[config.mk]
export PLATFORM = sky130hd
export DESIGN_NAME = bus_dev_port
export DESIGN_NICKNAME = d
export VERILOG_FILES = /design/src/rtl/bus_dev_port.sv
export SDC_FILE = /design/constraint.sdc
export NUM_CORES = 1
export LEC_CHECK = 0
export ABC_AREA = 1
export BUFFER_PORTS_ARGS = -buffer_cell sky130_fd_sc_hd__buf_4
export CAP_MARGIN = 20
export CELL_PAD_IN_SITES_DETAIL_PLACEMENT = 2
export CELL_PAD_IN_SITES_GLOBAL_PLACEMENT = 2
export CORE_MARGIN = 5
export CORE_UTILIZATION = 37
export DETAILED_ROUTE_END_ITERATION = 12
export PLACE_DENSITY_LB_ADDON = 0.2
export SYNTH_ARGS = -nofsm -noshare
export SYNTH_HDL_FRONTEND = slang
export SYNTH_SLANG_ARGS = --single-unit
export TNS_END_PERCENT = 100
[constraint.sdc]
create_clock -name clk -period 2.23 [get_ports clk]
set_input_delay 0.446 -clock clk [delete_from_list [all_inputs] [get_ports clk]]
set_output_delay 0.446 -clock clk [all_outputs]
set_load 0.005 [all_outputs]
[src/rtl/bus_dev_port.sv]
// Per-slot bus endpoint: a TX FIFO feeding the arbiter, and an RX FIFO that keeps only
// packets addressed to this port or to the broadcast address.
module bus_dev_port #(
    parameter int unsigned pckg_sz   = 16,
    parameter int unsigned depth     = 8,
    parameter logic [7:0]  id        = 8'h00,
    parameter logic [7:0]  broadcast = 8'hFF,
    localparam int unsigned CW       = $clog2(depth + 1)
) (
    input  logic               clk,
    input  logic               reset,
    input  logic               wr_en,
    input  logic [pckg_sz-1:0] wr_data,
    output logic               tx_full,
    output logic [CW-1:0]      tx_count,
    output logic               tx_ovf,
    output logic               pndng,
    output logic [pckg_sz-1:0] D_pop,
    input  logic               pop,
    output logic               pop_err,
    input  logic               push,
    input  logic [pckg_sz-1:0] D_push,
    output logic               rx_valid,
    output logic [pckg_sz-1:0] rd_data,
    input  logic               rd_en,
    output logic [CW-1:0]      rx_count,
    output logic [7:0]         rx_drop_cnt
);
    localparam int unsigned AW = $clog2(depth);

    logic [pckg_sz-1:0] r_tx_mem [depth];
    logic [AW-1:0]      r_tx_head;
    logic [AW-1:0]      r_tx_tail;
    logic [CW-1:0]      r_tx_count;
    logic               r_tx_ovf;
    logic               r_pop_err;

    logic [pckg_sz-1:0] r_rx_mem [depth];
    logic [AW-1:0]      r_rx_head;
    logic [AW-1:0]      r_rx_tail;
    logic [CW-1:0]      r_rx_count;
    logic [7:0]         r_rx_drop;

    logic w_tx_empty, w_tx_full, w_tx_pop, w_tx_wr;
    logic w_rx_empty, w_rx_full, w_rx_hit, w_rx_rd, w_rx_wr, w_rx_drop;
    logic [7:0] w_dest;

    // A full FIFO still accepts a write when the head is leaving in the same cycle.
    assign w_tx_empty = (r_tx_count == '0);
    assign w_tx_full  = (r_tx_count == CW'(depth));
    assign w_tx_pop   = pop && !w_tx_empty;
    assign w_tx_wr    = wr_en && (!w_tx_full || w_tx_pop);

    assign w_dest     = D_push[pckg_sz-1 -: 8];
    assign w_rx_empty = (r_rx_count == '0);
    assign w_rx_full  = (r_rx_count == CW'(depth));
    assign w_rx_hit   = push && ((w_dest == id) || (w_dest == broadcast));
    assign w_rx_rd    = rd_en && !w_rx_empty;
    assign w_rx_wr    = w_rx_hit && (!w_rx_full || w_rx_rd);
    assign w_rx_drop  = w_rx_hit && !w_rx_wr;

    always_ff @(posedge clk or negedge reset) begin
        if (!reset) begin
            r_tx_head  <= '0;
            r_tx_tail  <= '0;
            r_tx_count <= '0;
            r_tx_ovf   <= 1'b0;
            r_pop_err  <= 1'b0;
        end else begin
            if (w_tx_pop) r_tx_head <= r_tx_head + AW'(1);
            if (w_tx_wr)  r_tx_tail <= r_tx_tail + AW'(1);
            r_tx_count <= r_tx_count + CW'(w_tx_wr) - CW'(w_tx_pop);
            r_tx_ovf   <= wr_en && w_tx_full && !pop;
            r_pop_err  <= pop && w_tx_empty;
        end
    end

    always_ff @(posedge clk or negedge reset) begin
        if (!reset) begin
            r_rx_head  <= '0;
            r_rx_tail  <= '0;
            r_rx_count <= '0;
            r_rx_drop  <= '0;
        end else begin
            if (w_rx_rd) r_rx_head <= r_rx_head + AW'(1);
            if (w_rx_wr) r_rx_tail <= r_rx_tail + AW'(1);
            r_rx_count <= r_rx_count + CW'(w_rx_wr) - CW'(w_rx_rd);
            if (w_rx_drop && (r_rx_drop != 8'hFF)) r_rx_drop <= r_rx_drop + 8'd1;
        end
    end

    // Storage arrays are not reset; only the pointers define valid contents.
    always_ff @(posedge clk) begin
        if (w_tx_wr) r_tx_mem[r_tx_tail] <= wr_data;
        if (w_rx_wr) r_rx_mem[r_rx_tail] <= D_push;
    end

    assign tx_full     = w_tx_full;
    assign tx_count    = r_tx_count;
    assign tx_ovf      = r_tx_ovf;
    assign pop_err     = r_pop_err;
    assign pndng       = !w_tx_empty;
    assign D_pop       = w_tx_empty ? '0 : r_tx_mem[r_tx_head];

    assign rx_valid    = !w_rx_empty;
    assign rd_data     = w_rx_empty ? '0 : r_rx_mem[r_rx_head];
    assign rx_count    = r_rx_count;
    assign rx_drop_cnt = r_rx_drop;

endmodule

; ---- Word-level counts from Yosys, hierarchy flattened
; Memory sizes are Yosys's and may differ from the RTL's.
; Cells that the tools add are included.
[word_totals]
inputBits = 38
wordCells = 52
mem_count = 2
register_bits = 30
ramBits = 256
[mem_list]
columns = name, depth, word_bits, read_ports, rd_clocked_by_memory_dff, wr, line_no
row1 = r_rx_mem, 8, 16, 1, 0, 1, 38  ; logic [pckg_sz-1:0] r_rx_mem [depth];
row2 = r_tx_mem, 8, 16, 1, 0, 1, 31  ; logic [pckg_sz-1:0] r_tx_mem [depth];
[op_classes]
addsub = 9
n_eq_ne = 4
mux = 6
reduce_logical = 22
[op_table]
columns = op, count
row1 = 2-to-1 mux 16 bit, 2
row2 = adder 3 x 1 -> 3 bit (second input constant), 4
row3 = logical AND 1 bit, 10
row4 = adder 4 x 1 -> 4 bit, 2
row5 = adder 8 x 1 -> 8 bit (second input constant), 1
row6 = == test 4 bit (second input constant), 2
row7 = == test 8 bit (second input constant), 1
row8 = logical NOT 4 bit, 2
row9 = logical NOT 8 bit, 1
row10 = inequality test 8 bit (second input constant), 1
row11 = subtractor 4 x 1 -> 4 bit, 2
row12 = logical NOT 1 bit, 6
row13 = 2-to-1 mux 1 bit, 4
row14 = logical OR 1 bit, 3

; ---- Depth between registers and ports, before layout
; Gate-level depths: netlist (run 1).
[logic_depth]
depth_word = 8
ltp_mapped = 13
depth_no_buf = 13

; ---- Worst setup path before layout (run 1)
; OpenSTA, ideal clock, no wires.
[synth_path]
path_kind = register to register
startpoint = reg r_rx_count[2] (netlist: rx_count[2])
endpoint = mem r_rx_mem[0][0], enable pin
slack_ns = -0.004
synth_period_minus_slack_ns = 2.234
setup_time_ns = 0.388
path_buffers = 0
arrival_time_ns = 1.845
path_stages_with_launch = 8
cell_sequence = dfrtp_1 > inv_1 > ha_1 > nand2_2 > a21oi_4 > nor2_4 > nand2_1 > nor2_1
[synth_between]
elab_chain_cells = 7
elab_cells_between_ends = 9
classes_between = 1 x eq/ne / 2 x mux / 6 x reduce/logical
[synth_lines]
columns = element, line_no
row1 = "start, declared", 41  ; logic [CW-1:0] r_rx_count;
row2 = "start signal, assigned", 87  ; r_rx_count <= r_rx_count + CW'(w_rx_wr) - CW'(w_rx_rd);
row3 = logical NOT 4 bit, 55  ; assign w_rx_empty = (r_rx_count == '0);
row4 = logical NOT 1 bit, 58  ; assign w_rx_rd = rd_en && !w_rx_empty;
row5 = logical AND 1 bit, 58
row6 = logical OR 1 bit (*), 59  ; assign w_rx_wr = w_rx_hit && (!w_rx_full || w_rx_rd);
row7 = logical AND 1 bit (*), 59
row8 = 2-to-1 mux 1 bit (*), 95  ; if (w_rx_wr) r_rx_mem[r_rx_tail] <= D_push;
row9 = 2-to-1 mux 1 bit (implied by the code) (*), 95
row10 = "end, declared", 38
; Every way passes the cells marked *; elsewhere a longest branch is shown, timed or not.

; ---- Final worst setup path (run 1)
[layout_path]
startpoint = reg r_tx_head[0]
endpoint = out D_pop[13]
[layout_between]
elab_chain_cells = 2
[layout_lines]
columns = element, line_no
row1 = "start, declared", 32  ; logic [AW-1:0] r_tx_head;
row2 = "start signal, assigned", 70  ; if (w_tx_pop) r_tx_head <= r_tx_head + AW'(1);
row3 = memory read (8 x 16 bit), --
row4 = 2-to-1 mux 16 bit, 103  ; assign D_pop = w_tx_empty ? '0 : r_tx_mem[r_tx_head];
row5 = "end, declared", 18  ; output logic [pckg_sz-1:0] D_pop,
; Every way passes these cells.

==> results.py, run 1 <==
metrics = {
    "finish": {
        "finalNonFillerCells": 1574,
        "antennaDiodeCount": 0,
        "fin_nets": 1206,
        "drive_gt1_share_pct": 29.35,
        "register_area_mm2": 0.008446,
        "nFillCells": 3076,
        "multi_input_comb_area_mm2": 0.003390,
        "area_delta_synth_final_pct": 32.80,
    },
    "die": {
        "ioPinCount": 91,
        "initial_core_util_pct": 37.51,
        "rows": 65,
        "die_w_um": 188.9,
        "die-area_mm2": 0.03567,
        "fp.coreArea_mm2": 0.03156,
        "die_y_um": 188.9,
    },
    "yosys": {
        "synth_xor_area_share_pct": 0.9619,
        "ys_seq_area_share_pct": 71.29,
        "syn_nets": 1037,
        "synth_adder_area_share_pct": 1.924,
        "synth-seq-cells": 286,
        "synth-warning-count": 0,
        "synth_mux_area_share_pct": 0,
        "syn-instance-count": 982,
        "synthSimpleGateAreaFrac_pct": 12.78,
        "synth-compound-area-share_pct": 9.725,
        "syn_avg_cell_area_um2": 12.05,
        "synth_area_mm2": 0.01184,
        "synth_top_family_by_area": "simple AND/OR/NAND/NOR gates",
        "synth_cell_type_count": 32,
    },
    "worst_setup_path": {
        "rr_endpoint": "rx_count[2]",
        "setup.worst_path.start_class": "register",
        "endpoint_kind": "output port",
        "r2r_cells": 11,
        "crit_type": "reg2out",
        "arrival_ps": 2080,
        "crit_start": "r_tx_head[0]",
        "path_max_fanout": 6,
        "rr_startpoint": "rx_count[2]",
        "crit_required_ps": 1780,
        "ff2ff_setup_slack_ps": 100,
    },
    "place": {
        "post-place-ws_ps": -92.62,
        "post-dp-hpwl_um": 21680,
        "dpl.cell_count": 1469,
        "portBuffers": 90,
        "gp_congestion": 0.7306,
    },
    "sta": {
        "finalSetupViolations": 32,
        "finalSetupTns_ps": -5671,
        "post-route-period-util_pct": 113.5,
        "setup_ws_ps": -300.7,
        "hold_viol": 0,
        "rsz0062_at_grt": "yes",
        "max_slew_margin_pct": 67.31,
        "skew_ps": 30.04,
        "tightest_slew_ps": 490.3,
        "holdWs_ps": 114.4,
        "drv_slew": 0,
        "fmax_mhz": 395.1,
        "finalCriticalPeriod_ps": 2531,
    },
    "hold_path": {
        "holdPathEnd": "tx_ovf",
        "holdPathStages": 2,
        "hold_class": "in2reg",
        "hold_start": "pop",
    },
    "route": {
        "wl_um": 39800,
        "route.detailed.wl_per_inst_um": 25.29,
        "remaining_drc_errors": 0,
        "vias_per_cell": 5.405,
        "ant_nets": 0,
        "drt-initial-drc-count": 480,
        "vias": 8507,
        "drtPass1Iterations": 5,
    },
    "cts": {
        "cts.sinks": 286,
        "h-tree-depth": 2,
        "clock-root-buffer": "clkbuf_16",
        "cts_tree": "built",
        "clk_latency_ps": 520,
        "clkTransAtPathRegs_ps": 50,
        "cts_buffers": 34,
        "clock_path_buffers": 3,
    },
    "pwr": {
        "power_switching_share_pct": 36.31,
        "vdd_ir_drop_max_mv": 0.7310,
        "power_density_mw_per_mm2": 1384,
        "switchingPower_mw": 7.902,
        "internal_power_mw": 13.86,
        "pwr-share-seq_pct": 31.2,
        "power_frac_comb_pct": 45.5,
        "power.share.clock_pct": 23.3,
        "power_mw": 21.76,
        "p_leak_nw": 5.858,
    },
    "run_status": {
        "failed_checks": "setup timing",
        "outcome": "finished, violations left",
    },
    "grt": {
        "overflow": 0,
        "grt_first_pass_wirelength_um": 59650,
        "antenna_found_initial": 0,
        "grt_pass1_vias": 9622,
        "grt_start_max_net_pins": 31,
        "grt_usage_pct": 21.84,
    },
    "run": {
        "drv_cap": 0,
    },
}
registers in the layout, summed over array words and instances (netlist names):
| name | count |
|---|---|
| pop_err | 1 |
| r_rx_head | 3 |
| r_rx_mem | 128 |
| r_rx_tail | 3 |
| r_tx_head | 3 |
| r_tx_mem | 128 |
| r_tx_tail | 3 |
| rx_count | 4 |
| rx_drop_cnt | 8 |
| tx_count | 4 |
| tx_ovf | 1 |
cell usage in the layout (no fill, tap or decap), types with 9 or more instances in the layout:
cell type / Yosys / layout
nand2_1: 99 / 98
dfrtp_1: 30 / 24
inv_1: 32 / 29
buf_16: 0 / 14
nor2_2: 6 / 45
nor2_1: 249 / 190
edfxtp_1: 256 / 256
ha_1: 15 / 13
buf_4: 10 / 115
o21ai_1: 0 / 48
buf_12: 0 / 35
clkbuf_16: 0 / 39
nor2_4: 1 / 21
o211ai_1: 32 / 32
o21ai_2: 0 / 21
o22ai_1: 32 / 25
clkbuf_1: 18 / 9
o21ai_0: 135 / 66
worst max-delay path, stage by stage, from the launching register on:
cell      delay [ps]
dfrtp_2          380
buf_12           160
buf_8            140
buf_12           140
nor2_4            30
nor2_1           140
o21ai_1          110
o211ai_1         130
nand2_1          120
nor2_2           110
buf_4            120
per-layer routing:
layer | vias to the layer above | routed length (µm) | global-route usage, %
met3 | 55 | 1304 | 3.116
met4 | 0 | 833 | 5.493
li1 | 3823 | - | -
met5 | - | 0 | 0
met1 | 4455 | 16710 | 28.24
met2 | 174 | 20960 | 38.92
through the flow:
stage               area, µm²  util (%)
floorplan               11840         -
global placement        13390     42.43
detailed placement      13390     42.43
CTS                     15390     48.76
global route            15720     49.81
finish                  15720     49.81
cells in the mapped netlist:
master / count / share of area [%]
a21oi_1: 2 / 0.085
a21oi_2: 1 / 0.074
a21oi_4: 1 / 0.14
buf_1: 2 / 0.063
buf_2: 16 / 0.68
buf_4: 10 / 0.63
buf_6: 1 / 0.095
clkbuf_1: 18 / 0.57
clkbuf_2: 4 / 0.17
dfrtp_1: 30 / 6.3
edfxtp_1: 256 / 65
fa_1: 2 / 0.34
ha_1: 15 / 1.6
inv_1: 32 / 1.0
inv_2: 3 / 0.095
nand2_1: 99 / 3.1
nand2_2: 4 / 0.21
nand2_4: 1 / 0.095
nand3_1: 4 / 0.17
nand4_1: 8 / 0.42
nand4_2: 2 / 0.21
nor2_1: 249 / 7.9
nor2_2: 6 / 0.32
nor2_4: 1 / 0.095
nor3_1: 1 / 0.042
nor3b_2: 1 / 0.11
o211ai_1: 32 / 2.0
o21ai_0: 135 / 5.7
o22ai_1: 32 / 1.7
or2_4: 1 / 0.074
xnor2_1: 5 / 0.37
xor2_1: 8 / 0.59
power by group through the flow:
| stage | sequential [mW] | combinational [mW] | clock [mW] |
|---|---|---|---|
| after floorplan | 6.64 | 3.78 | 0 |
| after global placement | 6.79 | 6.63 | 0 |
| after detailed placement | 6.83 | 6.91 | 0 |
| after CTS | 6.75 | 9.22 | 5.10 |
| after global routing | 6.85 | 10.6 | 5.42 |
| final | 6.80 | 9.89 | 5.07 |
cells by family after synthesis:
logic type      Yosys count
simple gates            377
fa+ha+maj                17
buf+inv                  86
flops                   286
xor+xnor                 13
compound gates          203
worst max-delay path by stage:
stage	endpoint	slack (ps)	depth (start not counted)
after floorplan	r_rx_mem[0][0]	-4	7
after global placement	r_rx_mem[6][5]	80	11
after detailed placement	r_rx_mem[4][5]	-90	11
after CTS	rd_data[10]	-230	8
after global routing	D_pop[13]	-410	10
final	D_pop[13]	-300	10
final cells by class:
cell class / count / share of cell area [%]
clock buffer: 44 / 5.787
clock inverter: 13 / 0.4060
inverter: 35 / 0.9711
multi-input combinational: 610 / 21.56
sequential: 286 / 53.73
tap: 402 / 3.200
timing repair buffer: 184 / 14.34
repair_timing:
| action | CTS | global route |
|---|---|---|
| setup endpoints to repair | 33 | 35 |
| buffers inserted | 21 | 8 |
| hold buffers | 1 | 0 |
| pin swaps | 43 | 56 |
| gates cloned | 16 | 4 |
| endpoints found under the hold margin | 30 | 0 |
| resized for setup | 160 | 81 |
(Power assumes the default switching activity.)
==> run 2, diff against run 1 <==
- GPL_TIMING_DRIVEN: unset -> 0
==> run 2 against run 1 <==
Effect of this change: the run still ends with setup timing left; total power is 2.1% higher; combinational power is 0.9% higher; cell area is 0.97% higher; critical endpoint is now rd_data[0]; die area stayed put.
==> results.py, run 2 (synthesized netlist as in run 1, its figures left out) <==
metrics = {
    "run": {
        "drv_cap": 0,
    },
    "finish": {
        "final_common_cell": "edfxtp_1",
        "drive_gt1_share_pct": 30.94,
        "fin_nets": 1229,
        "antennaDiodeCount": 0,
        "fin_area_mm2": 0.01587,
        "final_cell_mix": "edfxtp_1 (256), nor2_1 (186), buf_4 (124)",
        "area_delta_synth_final_pct": 34.09,
    },
    "cts": {
        "h-tree-depth": 2,
        "cts_tree": "built",
        "cts_buffers": 34,
        "clkTransAtPathRegs_ps": 60,
        "clk_latency_ps": 520,
        "clock_path_buffers": 3,
        "clock-root-buffer": "clkbuf_16",
        "cts.sinks": 286,
    },
    "grt": {
        "grt_usage_pct": 23.04,
        "grt_pass1_vias": 9889,
        "grt_first_pass_wirelength_um": 61810,
        "grt_start_max_net_pins": 31,
        "overflow": 0,
        "antenna_found_initial": 0,
    },
    "sta": {
        "finalCriticalPeriod_ps": 2511,
        "post-route-period-util_pct": 112.6,
        "hold_viol": 0,
        "tightest_slew_ps": 428.9,
        "finalSetupViolations": 32,
        "finalSetupTns_ps": -6210,
        "max_slew_margin_pct": 71.34,
        "rsz0062_at_grt": "yes",
        "fmax_mhz": 398.2,
        "setup_ws_ps": -281.1,
        "skew_ps": 26.06,
        "drv_slew": 0,
    },
    "route": {
        "wl_met1_um": 17120,
        "vias_per_cell": 5.484,
        "wl_um": 42420,
        "vias": 8780,
        "wl_met3_um": 1884,
        "ant_nets": 0,
        "drt-initial-drc-count": 603,
        "wl_met2_um": 22510,
        "drtPass1Iterations": 5,
        "top_layer_used": "met4",
        "remaining_drc_errors": 0,
        "route.detailed.wl_per_inst_um": 26.50,
    },
    "worst_setup_path": {
        "crit_chain": "inv_4, buf_12, buf_12, nor2_1, o211ai_1, nand2_1, nor2_1, buf_4",
        "crit_required_ps": 1780,
        "worst_path_largest_cell_delay_ps": 490,
        "arrival_ps": 2070,
        "path_max_fanout": 10,
        "setup.worst_path.start_class": "register",
        "worst_path_max_delay_cell": "dfrtp_2",
        "crit_type": "reg2out",
        "endpoint_kind": "output port",
    },
    "place": {
        "portBuffers": 90,
        "gp_congestion": 0.7584,
        "post-dp-hpwl_um": 25430,
        "dpl_cell_area_mm2": 0.01327,
    },
    "pwr": {
        "p_leak_nw": 5.947,
        "vdd_ir_drop_max_mv": 0.7517,
        "power_density_mw_per_mm2": 1399,
    },
    "die": {
        "initial_core_util_pct": 37.51,
        "fp.coreArea_mm2": 0.03156,
        "die_w_um": 188.9,
        "die-area_mm2": 0.03567,
        "die_y_um": 188.9,
        "rows": 65,
        "ioPinCount": 91,
    },
    "run_status": {
        "failed_checks": "setup timing",
        "outcome": "finished, violations left",
    },
    "hold_path": {
        "hold_class": "in2reg",
    },
}
==> run 2: where the power goes <==
group,leakage (nW),internal (mW),switching [mW]
clock network,0.530,3.36,2.18
registers,2.68,6.36,0.327
logic,2.74,4.32,5.66
total,5.95,14.0,8.16
==> run 2: metal layers <==
layer  up-vias  GRT usage [%]
met1      4599          28.05
met4         0          6.250
li1       3864              -
met5         -              0
met3        68          3.448
met2       249          42.71
==> run 2: worst max-delay path: cells and delay by family, from the launching register on <==
family / cells / cell delay (ps)
AO/OA/AOI/OAI: 1 / 240
buffers and inverters: 4 / 540
flip-flops: 1 / 490
AND/OR/NAND/NOR: 3 / 300
==> run 2: worst paths after layout <==
check | cells past startpoint | endpoint | slack, ps | start
setup / recovery | 8 | rd_data[0] | -280 | r_rx_head[0]
hold / removal | 2 | tx_ovf | 140 | pop
setup reg to reg | 11 | rx_count[2] | 50 | rx_count[2]
hold reg to reg | 2 | r_tx_tail[0] | 570 | r_tx_tail[0]
max in group asynchronous | 2 | r_rx_head[0] | 1470 | reset
min in group asynchronous | 2 | r_tx_head[1] | 410 | reset
==> run 2: final cells by class <==
cell class	count	area [µm²]
Tap cell	402	503.0
Multi-Input combinational cell	610	3401
Clock inverter	13	163.9
Sequential cell	286	8444
Inverter	35	138.9
Clock buffer	48	924.6
Buffer	50	740.7
Fill cell	3029	15680
Timing Repair Buffer	157	1555
==> run 2: metrics by stage <==
stage	instances	total power, mW	utilization [%]	setup WS, ps	hold slack [ps]
after floorplan	982	10.43	-	-3.503	150.4
after global routing	1601	23.25	50.30	-372.2	124.5
final	1601	22.21	50.30	-281.1	135.5
after detailed placement	1487	13.98	42.07	-530.9	421.1
after CTS	1583	21.21	48.80	-231.9	118.9
after global placement	1474	13.51	41.25	-1104	418.8
==> run 2: repair_timing <==
| item | CTS | global route |
|---|---|---|
| endpoints found under the hold margin | 30 | 0 |
| hold buffers | 1 | 0 |
| buffers inserted | 34 | 15 |
| pin swaps | 40 | 43 |
| gates resized for setup | 207 | 111 |
| endpoints found under the setup margin | 278 | 166 |
| gates cloned | 0 | 4 |
==> run 3, diff against run 2 <==
- SKIP_LAST_GASP: unset -> 1
==> run 3 against run 2 <==
Effect of this change: the flow still finishes with violations (setup timing); largest cell class unchanged; fmax down 0.80%; clock skew down 4.7 ps; combinational power about the same; cell area up 0.36%.
==> results.py, run 3 (synthesized netlist as in run 1, its figures left out) <==
metrics = {
    "grt": {
        "grt_first_pass_wirelength_um": 62190,
        "grt_usage_pct": 23.22,
        "grt_start_max_net_pins": 31,
        "antenna_found_initial": 0,
        "grt_pass1_vias": 9939,
        "overflow": 0,
    },
    "place": {
        "gp_congestion": 0.7584,
        "dpl.cell_count": 1487,
        "post-place-ws_ps": -530.9,
        "portBuffers": 90,
        "dpl_cell_area_mm2": 0.01327,
        "post-dp-hpwl_um": 25430,
    },
    "pwr": {
        "power_density_mw_per_mm2": 1409,
        "switchingPower_mw": 8.303,
        "vdd_ir_drop_max_mv": 0.8876,
        "p_leak_nw": 5.991,
        "power_switching_share_pct": 36.99,
        "power.share.clock_pct": 25.0,
        "pwr-share-seq_pct": 29.8,
        "internal_power_mw": 14.15,
        "power_frac_comb_pct": 45.2,
    },
    "worst_setup_path": {
        "cp_num_buf_inv": 5,
        "rr_startpoint": "rx_count[2]",
        "r2r_cells": 11,
        "arrival_ps": 2090,
        "cp_top_family": "buffers and inverters",
        "ff2ff_setup_slack_ps": 60,
        "endpoint_kind": "output port",
        "crit_chain": "inv_4, buf_12, clkbuf_16, buf_4, o21ai_0, o22ai_1, nor2_1, nor2_1, buf_4",
        "crit_required_ps": 1780,
        "rr_endpoint": "rx_count[2]",
        "path_max_fanout": 5,
        "worst_path_largest_cell_delay_ps": 470,
        "crit_type": "reg2out",
        "setup.worst_path.start_class": "register",
        "worst_path_max_delay_cell": "dfrtp_2",
    },
    "sta": {
        "hold_viol": 0,
        "drv_slew": 0,
        "fmax_mhz": 395.1,
        "max_slew_margin_pct": 71.50,
        "skew_ps": 21.34,
        "finalSetupTns_ps": -7158,
        "tightest_slew_ps": 426.5,
        "finalSetupViolations": 32,
        "setup_ws_ps": -301.3,
        "finalCriticalPeriod_ps": 2531,
        "rsz0062_at_grt": "yes",
        "post-route-period-util_pct": 113.5,
    },
    "die": {
        "ioPinCount": 91,
        "rows": 65,
        "die_w_um": 188.9,
        "die-area_mm2": 0.03567,
        "initial_core_util_pct": 37.51,
        "die_y_um": 188.9,
        "fp.coreArea_mm2": 0.03156,
    },
    "finish": {
        "fin_nets": 1234,
        "antennaDiodeCount": 0,
        "fin_area_mm2": 0.01593,
        "area_delta_synth_final_pct": 34.58,
        "finalNonFillerCells": 1606,
        "final_common_cell": "edfxtp_1",
        "nFillCells": 3016,
        "drive_gt1_share_pct": 30.15,
        "final_cell_mix": "edfxtp_1 (256), nor2_1 (202), buf_4 (129)",
    },
    "hold_path": {
        "hold_class": "in2reg",
        "hold_start": "pop",
        "holdPathStages": 2,
        "holdPathEnd": "tx_ovf",
    },
    "cts": {
        "clock_path_buffers": 3,
        "clock-root-buffer": "clkbuf_16",
        "clk_latency_ps": 520,
        "clkTransAtPathRegs_ps": 60,
        "h-tree-depth": 2,
        "cts.sinks": 286,
        "cts_tree": "built",
        "cts_buffers": 34,
    },
    "route": {
        "vias": 8868,
        "remaining_drc_errors": 0,
        "wl_um": 44130,
        "route.detailed.wl_per_inst_um": 27.48,
        "vias_per_cell": 5.522,
        "drt-initial-drc-count": 612,
        "ant_nets": 0,
        "drtPass1Iterations": 5,
    },
    "run": {
        "drv_cap": 0,
    },
    "run_status": {
        "failed_checks": "setup timing",
        "outcome": "finished, violations left",
    },
}
-- run 3: worst reg2reg max path, stage by stage, from the launching register on --
cell and delay [ps]:
dfrtp_1 390, inv_2 90, ha_2 190, nand2_4 100, buf_4 170, a21oi_4 180, nor2_4 90, nand2_1 60
nand2_1 50, ha_2 180, fa_1 380, xor2_1 170
-- run 3: how the worst max path moves through the flow --
stage,start,end,slack (ps),depth (start not counted)
floorplan,rx_count[2],r_rx_mem[0][0],-4,7
global placement,tx_count[2],r_tx_mem[3][11],-1100,9
detailed placement,tx_count[2],r_tx_mem[2][7],-530,8
CTS,r_rx_head[0],rd_data[14],-230,8
global route,r_tx_head[0],D_pop[3],-380,8
finish,r_tx_head[0],D_pop[2],-300,9
-- run 3: metal layers --
metal,up-vias,routed length [µm],track usage [%]
li1,3872,-,-
met1,4629,17500,28.02
met2,291,23270,42.38
met3,76,2068,3.355
met4,0,1289,8.380
met5,-,0,0
-- run 3: layout make-up --
cell class | count | area [µm²] | area share [%]
Buffer | 51 | 755.7 | 4.744
Inverter | 35 | 141.4 | 0.8876
Multi-Input combinational cell | 610 | 3386 | 21.26
Clock inverter | 13 | 163.9 | 1.029
Timing Repair Buffer | 161 | 1612 | 10.12
Sequential cell | 286 | 8443 | 53.00
Clock buffer | 48 | 924.6 | 5.805
Tap cell | 402 | 503.0 | 3.158
-- run 3: timing repair --
item | in CTS | in global routing
pin swaps | 38 | 59
hold endpoints to repair | 30 | 0
gates cloned | 0 | 6
hold buffers | 1 | 0
setup buffers | 34 | 17
setup endpoints to repair | 278 | 171
gates resized for setup | 191 | 106
-- run 3: power by group through the flow --
stage,registers [mW],logic [mW],clock network [mW]
final,6.70,10.2,5.60
after global routing,6.74,10.8,5.94
after CTS,6.65,8.92,5.60
after detailed placement,6.72,7.25,0
after global placement,6.69,6.82,0
after floorplan,6.64,3.78,0
-- run 3: metrics by stage --
stage | utilization (%) | total power, mW | hold WS (ps)
3_5_place_dp | 42.07 | 13.98 | 421.1
4_1_cts | 48.72 | 21.17 | 118.9
6_report | 50.48 | 22.45 | 132.7
5_1_grt | 50.48 | 23.48 | 116.6
2_1_floorplan | - | 10.43 | 150.4
3_3_place_gp | 41.25 | 13.51 | 418.8
